===== src/rtl/seq_pattern_tx_if.sv =====
// seq_pattern_tx_if: request/serial-output bundle for seq_pattern_tx.
//   master : drives start, pattern, len, repeat_cnt; observes serial outputs
//   slave  : the transmitter (receives requests, drives Data_out, Data_valid,
//            busy, done)
interface seq_pattern_tx_if #(
  parameter int PAT_W = 8,
  parameter int LEN_W = 4,
  parameter int CNT_W = 4
) ();
  logic             start;
  logic [PAT_W-1:0] pattern;
  logic [LEN_W-1:0] len;
  logic [CNT_W-1:0] repeat_cnt;
  logic             Data_out;
  logic             Data_valid;
  logic             busy;
  logic             done;

  modport master (
    output start, pattern, len, repeat_cnt,
    input  Data_out, Data_valid, busy, done
  );

  modport slave (
    input  start, pattern, len, repeat_cnt,
    output Data_out, Data_valid, busy, done
  );
endinterface


===== src/rtl/seq_pattern_tx.sv =====
// seq_pattern_tx: serial bit-stream transmitter, MSB-first, one bit per clock.
//   Latches pattern/len/repeat_cnt on start (when idle), sends repeat_cnt+1
//   frames of len bits each, separated by GAP idle cycles, then pulses done.
// Ports:
//   clk  : rising-edge clock
//   rst  : synchronous reset, active-high
//   bus  : seq_pattern_tx_if.slave (start, pattern, len, repeat_cnt in;
//          Data_out, Data_valid, busy, done out; all outputs registered)
// Optional feature: define SEQ_TX_PARITY_EN to append an even-parity bit
//   (XOR of the frame's len bits) after every frame.
module seq_pattern_tx #(
  parameter int PAT_W = 8,
  parameter int LEN_W = 4,
  parameter int CNT_W = 4,
  parameter int GAP   = 1
) (
  input  logic                clk,
  input  logic                rst,
  seq_pattern_tx_if.slave     bus
);

  localparam int GAP_W = (GAP > 1) ? $clog2(GAP) : 1;

  typedef enum logic [1:0] {
    ST_IDLE,
    ST_SHIFT,
    ST_GAP
`ifdef SEQ_TX_PARITY_EN
    , ST_PAR
`endif
  } state_t;

  state_t             state_q, state_d;
  logic [PAT_W-1:0]   pat_q, pat_d;
  logic [LEN_W-1:0]   len_q, len_d;
  logic [CNT_W-1:0]   rep_q, rep_d;
  logic [CNT_W-1:0]   frame_q, frame_d;
  logic [LEN_W-1:0]   bit_idx_q, bit_idx_d;
  logic [GAP_W-1:0]   gap_cnt_q, gap_cnt_d;
  logic               dout_q, dout_d;
  logic               valid_q, valid_d;
  logic               busy_q, busy_d;
  logic               done_q, done_d;

  logic [LEN_W-1:0]   eff_len;
  logic               eof;
  logic               restart;

  function automatic logic bit_at(input logic [PAT_W-1:0] p,
                                  input logic [LEN_W-1:0] i);
    logic [PAT_W-1:0] s;
    s = p >> i;
    return s[0];
  endfunction

`ifdef SEQ_TX_PARITY_EN
  function automatic logic parity_of(input logic [PAT_W-1:0] p,
                                     input logic [LEN_W-1:0] l);
    logic acc;
    acc = 1'b0;
    for (int unsigned k = 0; k < PAT_W; k++) begin
      if (k < 32'(l)) acc = acc ^ p[k];
    end
    return acc;
  endfunction
`endif

  // Out-of-range lengths (0 or wider than the pattern) mean "full width".
  always_comb begin
    eff_len = bus.len;
    if (bus.len == '0 || 32'(bus.len) > PAT_W) eff_len = LEN_W'(PAT_W);
  end

  always_comb begin
    state_d   = state_q;
    pat_d     = pat_q;
    len_d     = len_q;
    rep_d     = rep_q;
    frame_d   = frame_q;
    bit_idx_d = bit_idx_q;
    gap_cnt_d = gap_cnt_q;
    dout_d    = dout_q;
    valid_d   = valid_q;
    busy_d    = busy_q;
    done_d    = 1'b0;
    eof       = 1'b0;
    restart   = 1'b0;

    case (state_q)
      ST_IDLE: begin
        busy_d  = 1'b0;
        valid_d = 1'b0;
        dout_d  = 1'b0;
        if (bus.start) begin
          pat_d     = bus.pattern;
          len_d     = eff_len;
          rep_d     = bus.repeat_cnt;
          frame_d   = '0;
          bit_idx_d = eff_len - 1'b1;
          dout_d    = bit_at(bus.pattern, eff_len - 1'b1);
          valid_d   = 1'b1;
          busy_d    = 1'b1;
          state_d   = ST_SHIFT;
        end
      end

      ST_SHIFT: begin
        // bit_idx_q is the index of the bit currently on Data_out.
        if (bit_idx_q != '0) begin
          bit_idx_d = bit_idx_q - 1'b1;
          dout_d    = bit_at(pat_q, bit_idx_q - 1'b1);
        end else begin
`ifdef SEQ_TX_PARITY_EN
          state_d = ST_PAR;
          dout_d  = parity_of(pat_q, len_q);
          valid_d = 1'b1;
`else
          eof = 1'b1;
`endif
        end
      end

`ifdef SEQ_TX_PARITY_EN
      ST_PAR: begin
        eof = 1'b1;
      end
`endif

      ST_GAP: begin
        if (gap_cnt_q == '0) restart = 1'b1;
        else                 gap_cnt_d = gap_cnt_q - 1'b1;
      end

      default: begin
        state_d = ST_IDLE;
      end
    endcase

    // End-of-frame handling is shared by SHIFT (no parity) and PAR.
    if (eof) begin
      if (frame_q < rep_q) begin
        frame_d = frame_q + 1'b1;
        if (GAP > 0) begin
          state_d   = ST_GAP;
          valid_d   = 1'b0;
          dout_d    = 1'b0;
          gap_cnt_d = GAP_W'(GAP - 1);
        end else begin
          restart = 1'b1;
        end
      end else begin
        state_d = ST_IDLE;
        busy_d  = 1'b0;
        valid_d = 1'b0;
        dout_d  = 1'b0;
        done_d  = 1'b1;
      end
    end

    if (restart) begin
      state_d   = ST_SHIFT;
      bit_idx_d = len_q - 1'b1;
      dout_d    = bit_at(pat_q, len_q - 1'b1);
      valid_d   = 1'b1;
    end
  end

  always_ff @(posedge clk) begin
    if (rst) begin
      state_q   <= ST_IDLE;
      pat_q     <= '0;
      len_q     <= '0;
      rep_q     <= '0;
      frame_q   <= '0;
      bit_idx_q <= '0;
      gap_cnt_q <= '0;
      dout_q    <= 1'b0;
      valid_q   <= 1'b0;
      busy_q    <= 1'b0;
      done_q    <= 1'b0;
    end else begin
      state_q   <= state_d;
      pat_q     <= pat_d;
      len_q     <= len_d;
      rep_q     <= rep_d;
      frame_q   <= frame_d;
      bit_idx_q <= bit_idx_d;
      gap_cnt_q <= gap_cnt_d;
      dout_q    <= dout_d;
      valid_q   <= valid_d;
      busy_q    <= busy_d;
      done_q    <= done_d;
    end
  end

  assign bus.Data_out   = dout_q;
  assign bus.Data_valid = valid_q;
  assign bus.busy       = busy_q;
  assign bus.done       = done_q;

endmodule


===== src/flat_wrapper.sv =====
// flat-port wrapper written by rule: the top's interface ports become plain ports
module seq_pattern_tx_flat 
#(
  parameter int PAT_W = 8,
  parameter int LEN_W = 4,
  parameter int CNT_W = 4,
  parameter int GAP   = 1
)
  (clk, rst, bus_start, bus_pattern, bus_len, bus_repeat_cnt, bus_Data_out, bus_Data_valid, bus_busy, bus_done);
  seq_pattern_tx_if #(.PAT_W(PAT_W), .LEN_W(LEN_W), .CNT_W(CNT_W)) bus_i ();
  input  logic clk;
  input  logic rst;
  input wire logic [$bits(bus_i.start)-1:0] bus_start;
  input wire logic [$bits(bus_i.pattern)-1:0] bus_pattern;
  input wire logic [$bits(bus_i.len)-1:0] bus_len;
  input wire logic [$bits(bus_i.repeat_cnt)-1:0] bus_repeat_cnt;
  output wire logic [$bits(bus_i.Data_out)-1:0] bus_Data_out;
  output wire logic [$bits(bus_i.Data_valid)-1:0] bus_Data_valid;
  output wire logic [$bits(bus_i.busy)-1:0] bus_busy;
  output wire logic [$bits(bus_i.done)-1:0] bus_done;
  assign bus_i.start = bus_start;
  assign bus_i.pattern = bus_pattern;
  assign bus_i.len = bus_len;
  assign bus_i.repeat_cnt = bus_repeat_cnt;
  assign bus_Data_out = bus_i.Data_out;
  assign bus_Data_valid = bus_i.Data_valid;
  assign bus_busy = bus_i.busy;
  assign bus_done = bus_i.done;
  seq_pattern_tx #(.PAT_W(PAT_W), .LEN_W(LEN_W), .CNT_W(CNT_W), .GAP(GAP)) u_core (.clk(clk), .rst(rst), .bus(bus_i));
endmodule

===== config.mk =====
export PLATFORM = sky130hd
export DESIGN_NAME = seq_pattern_tx_flat
export DESIGN_NICKNAME = d
export VERILOG_FILES = /design/src/rtl/seq_pattern_tx_if.sv /design/src/rtl/seq_pattern_tx.sv /design/src/flat_wrapper.sv
export SDC_FILE = /design/constraint.sdc
export NUM_CORES = 1
export LEC_CHECK = 0
export ABC_AREA = 1
export CAP_MARGIN = 10
export CORE_MARGIN = 3
export CORE_UTILIZATION = 56
export DETAILED_ROUTE_END_ITERATION = 6
export DONT_BUFFER_PORTS = 1
export PLACE_DENSITY = 0.74
export SETUP_SLACK_MARGIN = 0.3
export SLEW_MARGIN = 10
export SYNTH_ARGS = -nofsm -noshare
export SYNTH_HDL_FRONTEND = slang
export SYNTH_SLANG_ARGS = --single-unit

===== constraint.sdc =====
create_clock -name clk -period 1.4 [get_ports clk]
set_clock_uncertainty 0.05 [all_clocks]
set_input_delay 0.07 -clock clk [delete_from_list [all_inputs] [get_ports clk]]
set_output_delay 0.07 -clock clk [all_outputs]
set_load 0.05 [all_outputs]

==> results of run 1 <==
## routing by layer
metal,overflow,track usage
met1,0,0.660
met2,50,0.916
met3,0,0.406
met4,27,0.725
met5,0,0
## cell families after synthesis
logic type | synth area share
flip-flops | 0.341
AND/OR/NAND/NOR | 0.260
buffers and inverters | 0.112
XOR/XNOR | 0.0241
adder cells (fa/ha/maj) | 0.0481
AO/OA/AOI/OAI | 0.214
## stage by stage
step | utilization | TNS [ps] | hold slack (ps) | setup WS, ps
after floorplan | - | -109 | 168 | -20.3
after global placement | 0.691 | -459 | 84.0 | -72.4
after detailed placement | 0.691 | -1150 | 86.4 | -159
after CTS | 0.889 | -1170 | -280 | -174
## repair_timing
| item | 4_1_cts |
|---|---|
| resized for setup | 71 |
| endpoints found under the hold margin | 26 |
| hold buffers | 17 |
| gates cloned | 4 |
| setup endpoints to repair | 30 |
| pin swaps | 15 |
| buffers inserted | 10 |
==> run metrics, run 1 <==
CTS Buf Count 5; Synth Area per Inst 6.95 um2; Area contributors post-synth dfxtp_1, nand2_1, o21ai_0; Post-Synthesis Cells 262; Die X 63.0 um; Placed Cells 328; largest net degree at the start of global routing 22; Stopped at global routing; boundary pin count 23; Placer Congestion 0.894; Synth Register Bits 31; Seq/Total Area, Yosys 0.341; most numerous cell in the Yosys netlist nand2_1; Syn Nets 288; HPWL Detailed 3160 um; top_reg_cell synth dfxtp_1; Initial Utilization 0.591; global route overflow 77; Yosys top cell area share 0.341; # H-tree levels 2; Cell Area, Placed 2130 um2; Rows 20; worst endpoint type register data pin; Synth Cell Area 1820 um2; synth unique cells 33; Sink Count 31; yosys warns 0; number of synthesized flops with an enable pin 0; outcome aborted with a tool error; clock buffer depth 2; area leader, netlist dfxtp_1; top post-synthesis cells by count nand2_1, inv_1, dfxtp_1; ys async rst share 0; stop err [ERROR GRT-0232] Routing congestion too high. Check the congestion heatmap in the GUI.; worst_ep grt u_core.bus.Data_out$_SDFFE_PP0P_/D; Root Driver clkbuf_4; chip height 63.0 um; IO Port Bufs 0; Total GRT Usage 0.671
==> inputs of run 2 (changes only) <==
--- a/config.mk
+++ b/config.mk
@@ -8,11 +8,10 @@
 export ABC_AREA = 1
 export CAP_MARGIN = 10
 export CORE_MARGIN = 3
-export CORE_UTILIZATION = 56
+export CORE_UTILIZATION = 40
 export DETAILED_ROUTE_END_ITERATION = 6
 export DONT_BUFFER_PORTS = 1
-export PLACE_DENSITY = 0.74
-export SETUP_SLACK_MARGIN = 0.3
+export PLACE_DENSITY_LB_ADDON = 0.15
 export SLEW_MARGIN = 10
 export SYNTH_ARGS = -nofsm -noshare
 export SYNTH_HDL_FRONTEND = slang
==> constraint.sdc (replaced) <==
create_clock -name clk -period 1.8 [get_ports clk]
set_clock_uncertainty 0.05 [all_clocks]
set_input_delay 0.09 -clock clk [delete_from_list [all_inputs] [get_ports clk]]
set_output_delay 0.09 -clock clk [all_outputs]
set_load 0.05 [all_outputs]
==> run 2 against run 1 <==
  * The run now ends clean
  * Synthesized cell count did not move
  * Synthesized area is the same
==> run metrics, run 2 <==
NetSw 1.01 mW; CP Max Fanout 5; core area 4200 um2; Synth Area in XOR/XNOR 0.0241 (unchanged); cell mode on critical path inv_1; largest net degree at the start of global routing 25; Detailed Routing Iterations Pass 1 4; clock buffer depth 2 (unchanged); Crit Path Class flop to flop; Reg power frac 0.343; top post-synthesis cells by count nand2_1, inv_1, dfxtp_1; final max-slew violation count 0; RSZ-0062 raised after global routing false; HPWL Detailed 3110 um (-1.8%); initial antenna violation count 0; Critical Path Stages 10; Design Power 2.64 mW; number of synthesized flops with an enable pin 0 (unchanged); Worst Setup Start Kind flop; Min-Delay Path Depth 3; diodes inserted 0; max_cap viols 0; synth unique cells 33 (unchanged); global-route wire length before repair 7220 um; clock power share 0.273; CP required 1980 ps; Synth Area per Inst 6.95 um2 (unchanged); post-synthesis simple-gate area fraction 0.260 (unchanged); Achievable Freq 595 MHz; Routed Antenna Nets 0; combinational share of power 0.383; chip height 73.5 um (+17%); main combinational cell family by area after synthesis simple AND/OR/NAND/NOR gates; Most flops, register u_core.pat_q; vias in the first global route 1577; Slew headroom 0.564; LEAKAGE 0.979 nW; delay of the slowest critical-path stage 410 ps; commonest non-fill, non-tap cell in the layout nand2_1; sw frac 0.382; top_reg_cell synth dfxtp_1; Final Hold Slack 32.9 ps; area delta synth->final 20.0%; yosys warns 0 (unchanged); Root Driver clkbuf_8; clk slew on worst S/H paths 70 ps; Cell Int Power 1.63 mW; worst min path class input port to flop; worst hold path startpoint bus_len[3]; DRC 0; IO Port Bufs 0 (unchanged); crit-path cells inv_1 -> nor2_1 -> inv_1 -> or2_0 -> buf_4 -> nor2_4 -> nand3b_1 -> nand2_1 -> inv_2 -> a21oi_2; maximum VDD drop 0.471 mV; mux cell area share after synthesis 0 (unchanged); Clk Latency, worst-skew pair 290 ps; DRT iter0 DRCs 71; CTS tree yes; # H-tree levels 2 (unchanged); ys async rst share 0 (unchanged); fin crit period 1680 ps; crit-path leading delay family simple AND/OR/NAND/NOR gates; Reg2Reg Depth 10; fin crit share 0.933; Final Non-Filler Cells 335; boundary pin count 23 (unchanged); most numerous cell in the Yosys netlist nand2_1; Area contributors post-synth dfxtp_1, nand2_1, o21ai_0; Synth Cell Area 1820 um2 (unchanged); Power Density 1210 nW/um2; # setup viols final 0; Setup TNS Final 0 ps; Yosys top cell area share 0.341 (unchanged); Syn Nets 288 (unchanged); Final Hold Fails 0; nets 310; DR WL/cell 12.8 um; Synth Register Bits 31 (unchanged); Crit-path slowest cell dfxtp_1; CTS Buf Count 5 (unchanged); Placed Cells 310 (-5.5%); Rows 23 (+15%); max reg flops 8; Synth Area in Compound Gates 0.214 (unchanged); Critical Path AT 1860 ps; post-synthesis adder-cell area fraction 0.0481 (unchanged); Buffers & Inverters on Critical Path 4; Total GRT Usage 0.174; Seq/Total Area, Yosys 0.341 (unchanged); Placer Congestion 0.867 (-2.9%); Routed WL 4290 um; FF-to-FF Start u_core.state_q[1]$_SDFFE_PP0P_; fraction of layout cells with a size suffix above 1 0.137; outcome completed; vias 1669; global route overflow 0; most frequent cells in the layout nand2_1, inv_1, dfxtp_1; area leader, netlist dfxtp_1; via density per instance 4.98; kind of end point of the critical path flop; Core Util, Final 0.520; crit path from u_core.state_q[1]$_SDFFE_PP0P_; die area 5400 um2; Sink Count 31 (unchanged); Initial Utilization 0.433 (-0.158); Worst Tran Pin Value 653 ps; Post-Synthesis Cells 262 (unchanged); Die X 73.5 um (+17%)
==> run 2: cell counts after synthesis <==
No cell type changed its count.
==> run 2: tightest hold or removal path: cells and delay by family <==
| kind | cells | cell delay, ps |
|---|---|---|
| AOI/OAI and AO/OA | 1 | 150 |
| and+or+nand+nor | 2 | 90 |
==> run 2: path summary, 6_finish.rpt <==
| check | to | slack (ps) |
|---|---|---|
| setup reg to reg | u_core.bus.Data_out$_SDFFE_PP0P_ | 120 |
| setup / recovery | u_core.bus.Data_out$_SDFFE_PP0P_ | 120 |
| hold / removal | u_core.len_q[2]$_SDFFE_PP0P_ | 30 |
| hold reg to reg | u_core.gap_cnt_q$_SDFF_PP0_ | 400 |
==> run 2: kinds of logic (layout without fill, tap and decap cells) <==
logic type               Yosys count  count (layout)
AO/OA/AOI/OAI                     69              69
XOR/XNOR                           5               5
adder cells (fa/ha/maj)            7               7
buffers and inverters             49              71
flip-flops                        31              31
AND/OR/NAND/NOR                  101             102
==> run 2: power by group through the flow <==
stage | Combinational [mW] | Sequential (mW) | Clock (mW)
4_1_cts | 0.982 | 0.905 | 0.734
2_1_floorplan | 0.733 | 0.935 | 0
6_report | 1.01 | 0.906 | 0.721
3_3_place_gp | 0.943 | 0.919 | 0
3_5_place_dp | 0.948 | 0.920 | 0
5_1_grt | 1.16 | 0.916 | 0.776
==> run 2: timing repair <==
| action | CTS | global route |
|---|---|---|
| hold buffers | 15 | 0 |
| hold endpoints to repair | 21 | 0 |
| resized for setup | 0 | 2 |
| buffers inserted | 0 | 1 |
| endpoints found under the setup margin | 0 | 5 |
==> run 2: cell type report <==
| cell class | count | area [um2] |
|---|---|---|
| clock buffer | 6 | 82.6 |
| clock inverter | 2 | 35.0 |
| fill | 444 | 2020 |
| inverter | 41 | 164 |
| multi-input combinational | 183 | 1020 |
| sequential | 31 | 621 |
| tap | 50 | 62.6 |
| timing repair buffer | 22 | 203 |
==> run 2: metal layers <==
layer / track usage / vias up / wire length [um]
li1: - / 897 / -
met1: 0.237 / 732 / 2240
met2: 0.260 / 33 / 1790
met3: 0.0465 / 7 / 192
met4: 0.0664 / 0 / 72
met5: 0 / - / 0
==> run 2: metrics by stage <==
| step | setup slack (ps) | cell area, um2 |
|---|---|---|
| 4_1_cts | 88.8 | 2160 |
| 3_5_place_dp | 113 | 1890 |
| 2_1_floorplan | 281 | 1820 |
| 6_report | 120 | 2180 |
| 3_3_place_gp | 149 | 1890 |
| 5_1_grt | 13.2 | 2180 |
(Power assumes the default switching activity.)
